## src/rtl/ws281x_frame_sched_if.sv

```systemverilog
// ----------------------------------------------------------------------------
// ws281x_frame_sched_if
//   Bundles the pixel-RAM read port and the per-driver prefetch ports used by
//   ws281x_frame_sched.
//
//   master : the frame scheduler (drives mem_req/mem_addr and the port_* data)
//   slave  : the RAM + driver side (drives mem_ack/mem_rdata and port_rd)
//
// Handshake semantics:
//   RAM read  : mem_req is held high with a stable mem_addr until the clock
//               edge on which mem_ack is high; mem_ack is a single-cycle pulse
//               carrying mem_rdata and is ignored while mem_req is low.
//   Driver    : port_dval[i] high means port_data[i] holds an unconsumed word;
//               a single-cycle port_rd[i] while port_dval[i] is high consumes
//               it (dval drops on the next edge); port_rd[i] while
//               port_dval[i] is low has no effect.
// ----------------------------------------------------------------------------
interface ws281x_frame_sched_if #(
    parameter int NPORT = 2,
    parameter int AW    = 8
);
    logic                  mem_req;
    logic [AW-1:0]         mem_addr;
    logic                  mem_ack;
    logic [23:0]           mem_rdata;
    logic [NPORT-1:0]      port_enb;
    logic [NPORT-1:0]      port_dval;
    logic [NPORT*24-1:0]   port_data;
    logic [NPORT-1:0]      port_rd;

    modport master (
        output mem_req, mem_addr, port_enb, port_dval, port_data,
        input  mem_ack, mem_rdata, port_rd
    );

    modport slave (
        input  mem_req, mem_addr, port_enb, port_dval, port_data,
        output mem_ack, mem_rdata, port_rd
    );
endinterface

```

## src/rtl/ws281x_frame_sched.sv

```systemverilog
// ----------------------------------------------------------------------------
// ws281x_frame_sched
//   Frame scheduler between the register block and the ws281x drivers. On a
//   frame start every port with a non-zero pixel count streams that many
//   24-bit GRB words from the shared pixel RAM, starting at its base address.
//   A round-robin arbiter serialises RAM reads into one prefetch register per
//   port. In auto mode a refresh timer retriggers the next frame.
//
// Ports:
//   mclk, h_reset_n         clock, asynchronous active-low reset
//   cfg_start               single-cycle frame start request
//   cfg_auto                auto-refresh enable
//   cfg_refresh_period      idle clocks between frames in auto mode
//   cfg_base_addr           per-port start address, port i at [i*AW +: AW]
//   cfg_pix_cnt             per-port pixel count, port i at [i*PW +: PW]
//   cfg_bright              brightness scale (only with WS281X_BRIGHTNESS_EN)
//   bus                     RAM read port + driver prefetch ports (master)
//   frame_busy, frame_done  frame status / single-cycle completion pulse
//   dbg_state               FSM state: 0 IDLE, 1 ARB, 2 FETCH, 3 DONE, 4 WAIT
//
// Build option:
//   WS281X_BRIGHTNESS_EN    adds cfg_bright; each captured byte c is stored
//                           as (c * (cfg_bright + 1)) >> 8.
// ----------------------------------------------------------------------------
module ws281x_frame_sched #(
    parameter int NPORT = 2,
    parameter int AW    = 8,
    parameter int PW    = 8
) (
    input  logic                  mclk,
    input  logic                  h_reset_n,
    input  logic                  cfg_start,
    input  logic                  cfg_auto,
    input  logic [23:0]           cfg_refresh_period,
    input  logic [NPORT*AW-1:0]   cfg_base_addr,
    input  logic [NPORT*PW-1:0]   cfg_pix_cnt,
`ifdef WS281X_BRIGHTNESS_EN
    input  logic [7:0]            cfg_bright,
`endif
    ws281x_frame_sched_if.master  bus,
    output logic                  frame_busy,
    output logic                  frame_done,
    output logic [2:0]            dbg_state
);
    localparam int GW = (NPORT > 1) ? $clog2(NPORT) : 1;

    typedef enum logic [2:0] {
        S_IDLE  = 3'd0,
        S_ARB   = 3'd1,
        S_FETCH = 3'd2,
        S_DONE  = 3'd3,
        S_WAIT  = 3'd4
    } state_t;

    state_t              r_state, w_state_nxt;
    logic [AW-1:0]       r_next_addr [NPORT];
    logic [PW-1:0]       r_remain    [NPORT];
    logic [23:0]         r_data      [NPORT];
    logic [NPORT-1:0]    r_dval, r_enb;
    logic [GW-1:0]       r_grant, r_rr_ptr;
    logic                r_busy;
    logic [23:0]         r_refresh;

    logic [NPORT-1:0]    w_rem_nz, w_elig;
    logic [GW-1:0]       w_pick, w_idx, w_ptr_nxt;
    logic                w_any_elig, w_start, w_expire, w_ack_fire;
    logic [23:0]         w_capture;
    logic                w_mem_req;
    logic [AW-1:0]       w_mem_addr;
    logic [NPORT*24-1:0] w_port_data;

    // A port may be fetched for when it still owes words and its prefetch
    // register is empty.
    always_comb begin
        for (int i = 0; i < NPORT; i++) begin
            w_rem_nz[i] = (r_remain[i] != '0);
            w_elig[i]   = w_rem_nz[i] & ~r_dval[i];
        end
    end

    // Round-robin: search starts at r_rr_ptr (the port after the last grant).
    // Scanning from the far end lets the nearest eligible port win.
    always_comb begin
        w_any_elig = 1'b0;
        w_pick     = r_rr_ptr;
        w_idx      = '0;
        for (int k = NPORT - 1; k >= 0; k--) begin
            w_idx = GW'((int'(r_rr_ptr) + k) % NPORT);
            if (w_elig[w_idx]) begin
                w_any_elig = 1'b1;
                w_pick     = w_idx;
            end
        end
        w_ptr_nxt = GW'((int'(w_pick) + 1) % NPORT);
    end

    // Timer expires on the clock its count steps down to zero.
    assign w_expire   = (r_refresh <= 24'd1);
    assign w_ack_fire = (r_state == S_FETCH) && bus.mem_ack;
    assign w_start    = ((r_state == S_IDLE) || (r_state == S_WAIT))
                        && (w_state_nxt == S_ARB);

`ifdef WS281X_BRIGHTNESS_EN
    logic [8:0]  w_gain;
    logic [16:0] w_prod [3];
    always_comb begin
        w_gain    = {1'b0, cfg_bright} + 9'd1;
        w_capture = '0;
        for (int b = 0; b < 3; b++) begin
            w_prod[b] = {9'd0, bus.mem_rdata[8*b +: 8]} * {8'd0, w_gain};
            w_capture[8*b +: 8] = w_prod[b][15:8];
        end
    end
`else
    assign w_capture = bus.mem_rdata;
`endif

    // FSM: state register
    always_ff @(posedge mclk or negedge h_reset_n) begin
        if (!h_reset_n) r_state <= S_IDLE;
        else            r_state <= w_state_nxt;
    end

    // FSM: next state
    always_comb begin
        w_state_nxt = r_state;
        case (r_state)
            S_IDLE:  if (cfg_start) w_state_nxt = S_ARB;
            S_ARB: begin
                if (w_any_elig)
                    w_state_nxt = S_FETCH;
                else if ((w_rem_nz == '0) && (r_dval == '0))
                    w_state_nxt = S_DONE;
            end
            S_FETCH: if (bus.mem_ack) w_state_nxt = S_ARB;
            S_DONE:  w_state_nxt = cfg_auto ? S_WAIT : S_IDLE;
            S_WAIT: begin
                if (cfg_start || (cfg_auto && w_expire))
                    w_state_nxt = S_ARB;
                else if (!cfg_auto)
                    w_state_nxt = S_IDLE;
            end
            default: w_state_nxt = S_IDLE;
        endcase
    end

    // FSM: outputs
    always_comb begin
        w_mem_req  = 1'b0;
        w_mem_addr = '0;
        frame_done = 1'b0;
        case (r_state)
            S_FETCH: begin
                w_mem_req  = 1'b1;
                w_mem_addr = r_next_addr[r_grant];
            end
            S_DONE:  frame_done = 1'b1;
            default: ;
        endcase
    end

    // Datapath: frame latch, grant, prefetch registers, refresh timer
    always_ff @(posedge mclk or negedge h_reset_n) begin
        if (!h_reset_n) begin
            r_busy    <= 1'b0;
            r_enb     <= '0;
            r_dval    <= '0;
            r_grant   <= '0;
            r_rr_ptr  <= '0;
            r_refresh <= '0;
            for (int i = 0; i < NPORT; i++) begin
                r_next_addr[i] <= '0;
                r_remain[i]    <= '0;
                r_data[i]      <= '0;
            end
        end else begin
            if (w_start) begin
                r_busy <= 1'b1;
                for (int i = 0; i < NPORT; i++) begin
                    r_next_addr[i] <= cfg_base_addr[i*AW +: AW];
                    r_remain[i]    <= cfg_pix_cnt[i*PW +: PW];
                    r_enb[i]       <= (cfg_pix_cnt[i*PW +: PW] != '0);
                end
            end
            if ((r_state == S_ARB) && w_any_elig) begin
                r_grant  <= w_pick;
                r_rr_ptr <= w_ptr_nxt;
            end
            if (r_state == S_DONE) begin
                r_busy    <= 1'b0;
                r_enb     <= '0;
                r_refresh <= cfg_refresh_period;
            end
            if ((r_state == S_WAIT) && (r_refresh != '0))
                r_refresh <= r_refresh - 24'd1;
            // An ack only ever targets an empty register, so it never races
            // a consume on the same port.
            for (int i = 0; i < NPORT; i++) begin
                if (w_ack_fire && (r_grant == GW'(i))) begin
                    r_data[i]      <= w_capture;
                    r_dval[i]      <= 1'b1;
                    r_next_addr[i] <= r_next_addr[i] + AW'(1);
                    r_remain[i]    <= r_remain[i] - PW'(1);
                end else if (bus.port_rd[i]) begin
                    r_dval[i] <= 1'b0;
                end
            end
        end
    end

    always_comb begin
        w_port_data = '0;
        for (int i = 0; i < NPORT; i++)
            w_port_data[i*24 +: 24] = r_data[i];
    end

    assign bus.mem_req   = w_mem_req;
    assign bus.mem_addr  = w_mem_addr;
    assign bus.port_enb  = r_enb;
    assign bus.port_dval = r_dval;
    assign bus.port_data = w_port_data;
    assign frame_busy    = r_busy;
    assign dbg_state     = r_state;
endmodule

```

## src/flat_wrapper.sv

```systemverilog
// flat-port wrapper written by rule: the top's interface ports become plain ports
module ws281x_frame_sched_flat 
#(
    parameter int NPORT = 2,
    parameter int AW    = 8,
    parameter int PW    = 8
)
  (mclk, h_reset_n, cfg_start, cfg_auto, cfg_refresh_period, cfg_base_addr, cfg_pix_cnt, frame_busy, frame_done, dbg_state, bus_mem_req, bus_mem_addr, bus_port_enb, bus_port_dval, bus_port_data, bus_mem_ack, bus_mem_rdata, bus_port_rd);
  ws281x_frame_sched_if #(.NPORT(NPORT), .AW(AW)) bus_i ();
  input  logic mclk;
  input  logic h_reset_n;
  input  logic cfg_start;
  input  logic cfg_auto;
  input  logic [23:0] cfg_refresh_period;
  input  logic [NPORT*AW-1:0] cfg_base_addr;
  input  logic [NPORT*PW-1:0] cfg_pix_cnt;
  output logic frame_busy;
  output logic frame_done;
  output logic [2:0] dbg_state;
  output wire logic [$bits(bus_i.mem_req)-1:0] bus_mem_req;
  output wire logic [$bits(bus_i.mem_addr)-1:0] bus_mem_addr;
  output wire logic [$bits(bus_i.port_enb)-1:0] bus_port_enb;
  output wire logic [$bits(bus_i.port_dval)-1:0] bus_port_dval;
  output wire logic [$bits(bus_i.port_data)-1:0] bus_port_data;
  input wire logic [$bits(bus_i.mem_ack)-1:0] bus_mem_ack;
  input wire logic [$bits(bus_i.mem_rdata)-1:0] bus_mem_rdata;
  input wire logic [$bits(bus_i.port_rd)-1:0] bus_port_rd;
  assign bus_mem_req = bus_i.mem_req;
  assign bus_mem_addr = bus_i.mem_addr;
  assign bus_port_enb = bus_i.port_enb;
  assign bus_port_dval = bus_i.port_dval;
  assign bus_port_data = bus_i.port_data;
  assign bus_i.mem_ack = bus_mem_ack;
  assign bus_i.mem_rdata = bus_mem_rdata;
  assign bus_i.port_rd = bus_port_rd;
  ws281x_frame_sched #(.NPORT(NPORT), .AW(AW), .PW(PW)) u_core (.mclk(mclk), .h_reset_n(h_reset_n), .cfg_start(cfg_start), .cfg_auto(cfg_auto), .cfg_refresh_period(cfg_refresh_period), .cfg_base_addr(cfg_base_addr), .cfg_pix_cnt(cfg_pix_cnt), .bus(bus_i), .frame_busy(frame_busy), .frame_done(frame_done), .dbg_state(dbg_state));
endmodule
```

## config.mk

```make
export PLATFORM = sky130hd
export DESIGN_NAME = ws281x_frame_sched_flat
export DESIGN_NICKNAME = d
export VERILOG_FILES = /design/src/rtl/ws281x_frame_sched_if.sv /design/src/rtl/ws281x_frame_sched.sv /design/src/flat_wrapper.sv
export SDC_FILE = /design/constraint.sdc
export NUM_CORES = 1
export LEC_CHECK = 0
export ABC_AREA = 1
export CORE_MARGIN = 3
export CORE_UTILIZATION = 50
export CTS_CLUSTER_SIZE = 8
export DETAILED_ROUTE_END_ITERATION = 12
export PLACE_DENSITY = 0.81
export SETUP_SLACK_MARGIN = 0.5
export SYNTH_ARGS = -nofsm -noshare
export SYNTH_HDL_FRONTEND = slang
export SYNTH_SLANG_ARGS = --single-unit
export TNS_END_PERCENT = 20
```

## constraint.sdc

```tcl
create_clock -name mclk -period 2.5 [get_ports mclk]
set_clock_uncertainty 0.15 [all_clocks]
set_input_delay 0.25 -clock mclk [delete_from_list [all_inputs] [get_ports mclk]]
set_output_delay 0.25 -clock mclk [all_outputs]
set_load 0.005 [all_outputs]
```

==> results of run 1 <==
-- area by class of cell --
| type | count | share of cell area [%] |
|---|---|---|
| clock buffer | 21 | 5.16 |
| clock inverter | 11 | 1.74 |
| inverter | 79 | 3.60 |
| multi-input combinational | 598 | 35.4 |
| sequential | 114 | 32.0 |
| tap | 168 | 2.35 |
| timing repair buffer | 182 | 19.8 |
-- layer usage --
layer	share of wire, %	GRT usage (%)	up-vias
met3	7.0	7.99	27
met5	0	0	-
met4	1.9	8.18	0
li1	-	-	3013
met2	49	39.3	206
met1	42	31.3	2799
-- power breakdown --
part,total [uW],switching (uW),internal (uW)
combinational,5020,2660,2350
sequential,3540,806,2730
clock,2500,879,1620
-- kinds of logic after synthesis --
kind of cell,Yosys count
adder cells (fa/ha/maj),7
AO/OA/AOI/OAI,136
buffers and inverters,112
AND/OR/NAND/NOR,426
XOR/XNOR,24
flip-flops,114
-- registers in the layout, summed over array words and instances, names as in the netlist --
register              cells
u_core.bus.port_data     48
u_core.dbg_state          3
u_core.frame_busy         1
u_core.r_grant            1
u_core.bus.port_dval      2
u_core.r_remain          16
u_core.r_rr_ptr           1
u_core.r_refresh         24
u_core.bus.port_enb       2
u_core.r_next_addr       16
-- what timing repair did --
action                                 CTS  global route
pin swaps                                5             9
setup buffers                            9            10
endpoints found under the hold margin   29             0
gates cloned                             3             2
hold buffers                             1             0
gates resized for setup                 25            42
setup endpoints to repair               55            70
-- synthesized netlist by cell type (all sizes together) --
cell type / n / area, um^2
buf: 26 / 193
nor3b: 2 / 15.0
nor4: 4 / 25.0
xnor2: 6 / 52.6
a21oi: 23 / 115
or2: 3 / 18.8
inv: 79 / 304
nand4: 8 / 50.1
a31oi: 1 / 6.26
o21bai: 2 / 15.0
a21boi: 1 / 7.51
o21ai: 91 / 459
nand2: 258 / 1030
o21a: 1 / 7.51
o221ai: 2 / 17.5
nand3: 72 / 375
nand3b: 1 / 7.51
o22ai: 3 / 18.8
dfrtp: 114 / 2850
nor3: 7 / 40.0
nor2: 71 / 337
ha: 7 / 87.6
clkbuf: 7 / 26.3
xor2: 18 / 158
o211ai: 11 / 92.6
a21o: 1 / 7.51
-- stage by stage --
stage	utilization (%)	hold WS, ns
2_1_floorplan	-	-0.196
3_3_place_gp	65.3	0.0667
3_5_place_dp	65.3	0.0662
4_1_cts	71.6	0.173
5_1_grt	73.4	0.196
6_report	73.4	0.177
-- final timing paths --
| path | cells past startpoint | endpoint |
|---|---|---|
| worst max-delay path | 5 | bus_mem_addr[0] |
| worst min register to register | 2 | u_core.frame_busy |
| worst max register to register | 12 | u_core.r_next_addr[15] |
| max in group asynchronous | 3 | u_core.r_remain[6] |
| min in group mclk | 3 | u_core.bus.port_data[36] |
| worst min-delay path | 2 | u_core.r_remain[0] |
==> results.tsv, run 1 <==
stage	metric	value	unit
outcome	status	finished, final reports clean	
final_layout	most frequent cells in the layout	nand2_1 (250), clkdlybuf4s50_1 (141), dfrtp_1 (110), nand3_1 (67), inv_1 (63)	
logic_synthesis	Netlist cell types	42	
logic_synthesis	mux cell area share after synthesis	0	%
setup_path	Critical Path AT	1.58	ns
setup_path	CP Capture Type	output pin	
floorplanning	width of the die	118	um
final_layout	post-route cell area	0.00893	mm^2
power	Pleak	0.00420	uW
floorplanning	die height	118	um
timing	setup ws final	0.524	ns
final_layout	layout cell share with drive strength beyond 1	12.9	%
detailed_routing	TritonRoute pass-1 iters	7	
detailed_routing	Wirelength per Cell	14.7	um
clocking	Bufs on Longest Clock Path	2	
floorplanning	I/O pin cnt	153	
setup_path	Crit Path Max Fanout	7	
detailed_routing	drt drc	0	
setup_path	critical path class	register to output pin	
setup_path	reg2reg start	u_core.r_refresh[0]	
logic_synthesis	Synth warnings	0	
clocking	Sink Count	114	
global_routing	initial antenna violation count	0	
timing	Tmin final	1.98	ns
floorplanning	core box area	0.0122	mm^2
setup_path	element type at the critical path start	register	
detailed_routing	DR iter-0 viols	431	
global_routing	number of global-route vias before repair	5739	
place	DP HPWL	11400	um
detailed_routing	ANT nets after route	0	
clocking	clock latency on the worst-skew pair	0.42	ns
timing	Final Max Slew Viols	0	
logic_synthesis	Syn Nets	913	
final_layout	commonest non-fill, non-tap cell in the layout	nand2_1	
place	GPL Wtd Cong	0.892	
timing	Worst Tran Pin Value	0.528	ns
logic_synthesis	adder-cell share of the synthesized area	1.39	%
timing	RSZ-0062 raised after global routing	true	
setup_path	reg2reg setup slack	0.55	ns
detailed_routing	Via-to-Cell Ratio	5.15	
clocking	CTS tree	yes	
hold_path	Hold Crit Class	input pin to asynchronous set/reset pin	
floorplanning	die footprint	0.0140	mm^2
clocking	Max H-tree Level	4	
logic_synthesis	Synth Area in Simple Gates	30.1	%
setup_path	CP max stage delay	0.43	ns
detailed_routing	Via Count	6045	
clocking	CTS buffer count	17	
power	worst vdd ir	0.688	mV
timing	Setup TNS Final	0	ns
global_routing	first-pass GRT wire length	27800	um
setup_path	worst setup path startpoint	u_core.dbg_state[2]	
floorplanning	initial core utilization	52.0	%
place	placed cells	1116	
final_layout	Area Growth Syn to Fin	41.3	%
logic_synthesis	Synth Area in Compound Gates	11.8	%
detailed_routing	final wirelength	17300	um
final_layout	non-filler cells, final	1173	
final_layout	Fillers	932	
place	placed instance area	0.00794	mm^2
timing	final setup violation count	0	
setup_path	Crit path max-delay family	buffers and inverters	
global_routing	grt ovf	0	
final_layout	Final nets	1086	
timing	Final Hold Fails	0	
logic_synthesis	#FFs+latches synth	114	
setup_path	WP data required	2.10	ns
logic_synthesis	largest family of logic cells by synthesized area	simple AND/OR/NAND/NOR gates	
final_layout	Multi-input gate area	0.00316	mm^2
clocking	CTS Root Cell	clkbuf_16	
global_routing	GRT Total Usage	24.5	%
floorplanning	floorplan row count	40	
final_layout	Reg area	0.00286	mm^2
final_layout	n_diodes	0	
power	PD cells	1240	mW/mm^2
timing	Peak Freq	0.506	GHz
logic_synthesis	synthesized area	0.00632	mm^2
global_routing	largest net degree at the start of global routing	79	
logic_synthesis	Syn Inst Count	819	
logic_synthesis	register area share after synthesis	45.1	%
clocking	clock slew at reported path FFs	0.05	ns
flow_run	Max-Cap Viols	0	
logic_synthesis	Mapped Avg Cell Area	7.72	um^2
power	Pwr Total	11100	uW
timing	Max-slew headroom	64.8	%
timing	final critical-path share of the clock period	79.0	%
setup_path	CP bufs+invs	3	
setup_path	crit path max-delay cell type	dfrtp_2	
setup_path	critical-path cell list	inv_4 -> nand3_4 -> buf_6 -> nor3_1 -> dlygate4sd2_1	
logic_synthesis	post-synthesis xor/xnor area fraction	3.33	%
place	port bufs	152	
place	pre-CTS setup slack	0.276	ns
No activity file was read; power rests on OpenSTA's default activity.
==> run 2, diff against run 1 <==
- CORE_UTILIZATION: 50 -> 45
- PLACE_DENSITY: 0.81 -> 0.77
- clock period: 2.5 -> 1.6 ns (I/O delays scaled with it)
==> results.tsv, run 2 (synthesis gave the netlist of run 1 again) <==
stage	metric	value	unit	change
floorplanning	width of the die	125	um	+5.1%
timing	Max-slew headroom	73.3	%	+8.5 points
global_routing	grt ovf	0		unchanged
hold_path	Hold Crit Class	input pin to asynchronous set/reset pin		
final_layout	Final nets	1231		+13%
power	worst vdd ir	1.05	mV	+52%
setup_path	CP bufs+invs	5		+2
detailed_routing	TritonRoute pass-1 iters	5		-2
setup_path	CP Capture Type	register		
timing	RSZ-0062 raised after global routing	true		
final_layout	non-filler cells, final	1326		+13%
power	NetSw	8260	uW	+90%
timing	Tmin final	1.97	ns	
setup_path	critical path class	register to register		
clocking	clock latency on the worst-skew pair	0.42	ns	about the same
timing	setup ws final	-0.375	ns	-0.899 ns
detailed_routing	DR iter-0 viols	616		+43%
place	DP HPWL	13100	um	+15%
final_layout	most frequent cells in the layout	nand2_1 (230), buf_4 (140), dfrtp_1 (113), clkdlybuf4s50_1 (85), inv_1 (61)		
setup_path	reg2reg setup slack	-0.37	ns	-0.92 ns
detailed_routing	final wirelength	21900	um	+27%
final_layout	Fillers	876		-6.0%
clocking	CTS Root Cell	clkbuf_16		
floorplanning	initial core utilization	46.8	%	-5.2 points
flow_run	Max-Cap Viols	0		unchanged
floorplanning	die footprint	0.0155	mm^2	+11%
global_routing	number of global-route vias before repair	6985		+22%
final_layout	Area Growth Syn to Fin	65.4	%	
clocking	CTS tree	yes		
setup_path	element type at the critical path start	register		
setup_path	Critical Path AT	2.13	ns	+0.55 ns
outcome	failing checks	setup timing		
final_layout	layout cell share with drive strength beyond 1	33.6	%	+21 points
detailed_routing	Wirelength per Cell	16.5	um	+12%
final_layout	Reg area	0.00285	mm^2	-0.13%
power	internal power	11900	uW	+78%
clocking	Max H-tree Level	4		unchanged
setup_path	critical-path cell list	buf_6 -> buf_6 -> nor3_4 -> buf_4 -> nand2_8 -> buf_12 -> inv_12 -> nand4_1 -> nor2_1 -> o21bai_1		
global_routing	first-pass GRT wire length	34000	um	+22%
power	clock network power share	18.6	%	-4.0 points
power	Gate power share	55.1	%	+9.7 points
setup_path	Crit path max-delay family	buffers and inverters		
detailed_routing	Via-to-Cell Ratio	5.33		+3.4%
power	Seq pwr share	26.3	%	-5.7 points
clocking	clock slew at reported path FFs	0.06	ns	about the same
floorplanning	I/O pin cnt	153		unchanged
setup_path	crit path max-delay cell type	dfrtp_1		
setup_path	reg2reg start	u_core.dbg_state[0]		
outcome	status	finished, violations left		
final_layout	final core occ	77.4	%	+4.0 points
timing	Final Max Slew Viols	0		unchanged
detailed_routing	drt drc	0		unchanged
power	Pleak	0.00517	uW	+23%
setup_path	Crit Path Max Fanout	7		unchanged
detailed_routing	ANT nets after route	0		unchanged
timing	final critical-path share of the clock period	123	%	
floorplanning	floorplan row count	42		+5.0%
setup_path	WP data required	1.75	ns	-0.35 ns
setup_path	worst reg-to-reg path cell count	10		-2
place	GPL Wtd Cong	0.870		-2.5%
setup_path	most frequent CP cell	buf_6		
setup_path	Critical R2R Capture	u_core.r_refresh[8]		
timing	final setup violation count	121		+121
place	placed instance area	0.00909	mm^2	+15%
final_layout	number of flip-flops in the largest register	48		unchanged
final_layout	post-route cell area	0.0105	mm^2	+17%
global_routing	GRT Total Usage	26.7	%	+2.2 points
setup_path	CP max stage delay	0.41	ns	-0.02 ns
timing	Peak Freq	0.506	GHz	
place	placed cells	1257		+13%
global_routing	initial antenna violation count	0		unchanged
place	port bufs	152		unchanged
clocking	CTS buffer count	17		unchanged
power	PD cells	1930	mW/mm^2	+56%
floorplanning	die height	125	um	+5.1%
timing	Worst Tran Pin Value	0.400	ns	-0.127 ns
floorplanning	core box area	0.0135	mm^2	+11%
final_layout	commonest non-fill, non-tap cell in the layout	nand2_1		
detailed_routing	Via Count	7063		+17%
final_layout	n_diodes	0		unchanged
global_routing	largest net degree at the start of global routing	44		-44%
clocking	Sink Count	114		unchanged
power	switching fraction of total power	40.9	%	+1.6 points
timing	Final Hold Fails	0		unchanged
final_layout	Multi-input gate area	0.00352	mm^2	+11%
clocking	Bufs on Longest Clock Path	2		unchanged
run 2: routing by layer:
layer,up-vias,wire (um),GRT usage [%]
met4,0,608,9.54
met5,-,0,0
met3,71,1790,7.85
met1,3331,8660,32.9
li1,3301,-,-
met2,360,10800,44.7
run 2: per-stage QoR:
stage,setup slack [ns],TNS (ns),total power (uW),hold slack (ns)
global route,-0.433,-31.75,21400,0.109
finish,-0.375,-21.93,20200,0.0580
global placement,-0.322,-29.62,14400,-0.0416
detailed placement,-0.402,-35.09,14600,-0.0388
CTS,-0.280,-15.92,19100,0.0669
floorplan,-0.0959,-5.19,9770,-0.286
run 2: area by class of cell:
cell class	instances	share of cell area, %
multi-input cells	596	33.6
repair buffers	326	27.9
inverters	79	3.20
repair inverters	3	0.347
flip-flops and latches	114	27.3
clock buffers	19	4.33
well taps	176	2.11
clock inverters	13	1.21
run 2: power by group through the flow:
stage | registers, uW | clock network, uW | logic [uW]
CTS | 5230 | 3770 | 10100
finish | 5300 | 3750 | 11100
floorplan | 5290 | 0 | 4470
global placement | 5210 | 0 | 9160
global route | 5450 | 3920 | 12100
detailed placement | 5210 | 0 | 9400
run 2: worst max-delay path by stage:
stage,from,endpoint,cells past startpoint
final,u_core.dbg_state[0],u_core.r_refresh[8],10
after global routing,u_core.dbg_state[0],u_core.r_refresh[8],10
after CTS,u_core.r_remain[9],u_core.r_next_addr[2],12
after detailed placement,bus_mem_ack,u_core.bus.port_data[15],8
after global placement,bus_mem_ack,u_core.bus.port_data[22],8
after floorplan,u_core.r_refresh[0],u_core.r_remain[4],12
run 2: repair_timing:
action / CTS / global route
buffers inserted: 21 / 9
setup endpoints to repair: 180 / 180
hold buffers: 1 / 0
endpoints found under the hold margin: 114 / 0
gates resized for setup: 261 / 50
cloned: 5 / 1
pin swaps: 43 / 28
==> run 3, diff against run 2 <==
- SKIP_LAST_GASP: unset -> 1
==> results.tsv, run 3 (synthesis gave the netlist of run 1 again) <==
stage	metric	value	unit	change
floorplanning	floorplan row count	42		unchanged
timing	Worst Tran Pin Value	0.391	ns	-0.00905 ns
clocking	Sink Count	114		unchanged
timing	Final Hold Fails	0		unchanged
power	Pleak	0.00495	uW	-4.2%
setup_path	element type at the critical path start	register		
detailed_routing	ANT nets after route	0		unchanged
floorplanning	initial core utilization	46.8	%	unchanged
place	DP HPWL	13100	um	unchanged
power	clock network power share	18.8	%	+0.2 points
power	internal power	12100	uW	+1.1%
power	PD cells	1930	mW/mm^2	about the same
detailed_routing	Wirelength per Cell	15.5	um	-6.2%
outcome	status	finished, violations left		
place	port bufs	152		unchanged
floorplanning	I/O pin cnt	153		unchanged
place	pre-CTS setup slack	-0.402	ns	unchanged
final_layout	n_diodes	0		unchanged
power	worst vdd ir	1.08	mV	+2.8%
floorplanning	core box area	0.0135	mm^2	unchanged
power	NetSw	7860	uW	-4.8%
detailed_routing	final wirelength	20400	um	-6.8%
power	Pwr Total	19900	uW	-1.3%
clocking	CTS tree	yes		
final_layout	final core occ	76.4	%	-1.0 points
clocking	CTS Root Cell	clkbuf_16		
global_routing	initial antenna violation count	0		unchanged
timing	Max-slew headroom	73.9	%	+0.60 points
final_layout	number of flip-flops in the largest register	48		unchanged
final_layout	most frequent cells in the layout	nand2_1 (235), clkdlybuf4s50_1 (141), buf_4 (137), dfrtp_1 (113), inv_1 (61)		
flow_run	Max-Cap Viols	0		unchanged
clocking	Bufs on Longest Clock Path	2		unchanged
timing	final critical-path share of the clock period	123	%	-0.14 points
timing	Tmin final	1.97	ns	-0.00223 ns
final_layout	Reg area	0.00285	mm^2	unchanged
final_layout	Area Growth Syn to Fin	63.2	%	
clocking	CTS buffer count	17		unchanged
global_routing	number of global-route vias before repair	6949		-0.52%
clocking	Max H-tree Level	4		unchanged
place	GPL Wtd Cong	0.870		unchanged
setup_path	critical path class	register to register		
power	switching fraction of total power	39.5	%	-1.4 points
power	Gate power share	54.6	%	-0.5 points
final_layout	Final nets	1223		-0.65%
timing	Peak Freq	0.507	GHz	+0.11%
final_layout	layout cell share with drive strength beyond 1	29.0	%	-4.6 points
outcome	failing checks	setup timing		
timing	RSZ-0062 raised after global routing	true		
setup_path	reg2reg start	u_core.r_refresh[13]		
global_routing	largest net degree at the start of global routing	44		unchanged
final_layout	Fillers	881		+0.57%
global_routing	grt ovf	0		unchanged
setup_path	worst setup path startpoint	u_core.r_refresh[13]		
floorplanning	die height	125	um	unchanged
detailed_routing	DR iter-0 viols	542		-12%
final_layout	post-route cell area	0.0103	mm^2	-1.3%
detailed_routing	Via-to-Cell Ratio	5.16		-3.1%
timing	setup ws final	-0.373	ns	+0.00223 ns
timing	Final Max Slew Viols	0		unchanged
clocking	clock slew at reported path FFs	0.06	ns	about the same
floorplanning	width of the die	125	um	unchanged
setup_path	Crit Path Max Fanout	6		-1
timing	final hold slack	0.0549	ns	-0.00306 ns
detailed_routing	drt drc	0		unchanged
place	placed instance area	0.00909	mm^2	unchanged
hold_path	Hold Crit Class	input pin to asynchronous set/reset pin		
power	Seq pwr share	26.7	%	+0.4 points
final_layout	commonest non-fill, non-tap cell in the layout	nand2_1		
global_routing	GRT Total Usage	26.0	%	-0.68 points
setup_path	Critical Path AT	2.12	ns	about the same
clocking	clock latency on the worst-skew pair	0.42	ns	about the same
global_routing	first-pass GRT wire length	33200	um	-2.3%
setup_path	WP data required	1.75	ns	about the same
setup_path	CP Capture Type	register		
detailed_routing	TritonRoute pass-1 iters	5		unchanged
detailed_routing	Via Count	6800		-3.7%
final_layout	Multi-input gate area	0.00337	mm^2	-4.2%
floorplanning	die footprint	0.0155	mm^2	unchanged
timing	final setup violation count	134		+11%
run 3: changes by cell type in the layout (fill, tap and decap cells not counted), moves of 4 or more:
cell             before  now
nand3_1              40   50
a21oi_1               6   15
a21oi_2              15    8
o21ai_0              32   47
clkdlybuf4s50_1      85  141
o21ai_1              55   42
buf_6                28   19
nand2_1             230  235
buf_2                21    8
nor2_2               19   15
nand2_2              22   17
dlygate4sd2_1        39    0
nand3_2              29   20
run 3: critical path, stage by stage (launching register included):
cell and delay [ns]:
dfrtp_1 0.41, nor2_2 0.20, nand2_2 0.12, nor2_4 0.12, buf_6 0.12, nand3_4 0.10
nand2_8 0.12, buf_12 0.15, inv_6 0.06, a21oi_1 0.20, o21ai_1 0.09
run 3: what timing repair did:
| item | 4_1_cts | 5_1_grt |
|---|---|---|
| pin swaps | 32 | 27 |
| endpoints found under the setup margin | 180 | 180 |
| resized for setup | 107 | 44 |
| hold buffers | 1 | 0 |
| cloned | 5 | 1 |
| buffers inserted | 21 | 1 |
| hold endpoints to repair | 114 | 0 |
run 3: layout make-up:
| cell class | count | share of cell area (%) |
|---|---|---|
| timing repair inverter | 3 | 0.352 |
| tap | 176 | 2.13 |
| clock buffer | 19 | 4.39 |
| multi-input combinational | 596 | 32.7 |
| timing repair buffer | 318 | 28.4 |
| sequential | 114 | 27.7 |
| clock inverter | 13 | 1.22 |
| inverter | 79 | 3.14 |
run 3: power by group through the flow:
| stage | logic, uW | registers, uW | clock network [uW] |
|---|---|---|---|
| after floorplan | 4470 | 5290 | 0 |
| after global placement | 9160 | 5210 | 0 |
| after detailed placement | 9400 | 5210 | 0 |
| after CTS | 10300 | 5250 | 3770 |
| after global routing | 11900 | 5470 | 3910 |
| final | 10900 | 5310 | 3740 |
run 3: path summary, 6_finish.rpt:
check | end | slack [ns] | cells past startpoint
max | u_core.r_refresh[3] | -0.37 | 10
min reg2reg | u_core.r_refresh[19] | 0.33 | 2
max reg2reg | u_core.r_refresh[3] | -0.37 | 10
min | u_core.r_remain[0] | 0.05 | 2
min in group mclk | u_core.bus.port_data[39] | 0.15 | 3
max in group asynchronous | u_core.dbg_state[1] | 0.69 | 3
run 3: per-stage QoR:
| stage | std cells | TNS [ns] |
|---|---|---|
| 6_report | 1318 | -24.08 |
| 2_1_floorplan | 819 | -5.19 |
| 3_3_place_gp | 1257 | -29.62 |
| 5_1_grt | 1318 | -37.51 |
| 4_1_cts | 1316 | -22.50 |
| 3_5_place_dp | 1257 | -35.09 |
run 3: layer usage:
metal	vias to the layer above	GRT usage [%]	part of all wire, %
met5	-	0	0
met4	0	9.41	2.3
met3	47	8.10	7.4
met2	273	43.1	49
met1	3202	32.1	41
li1	3278	-	-
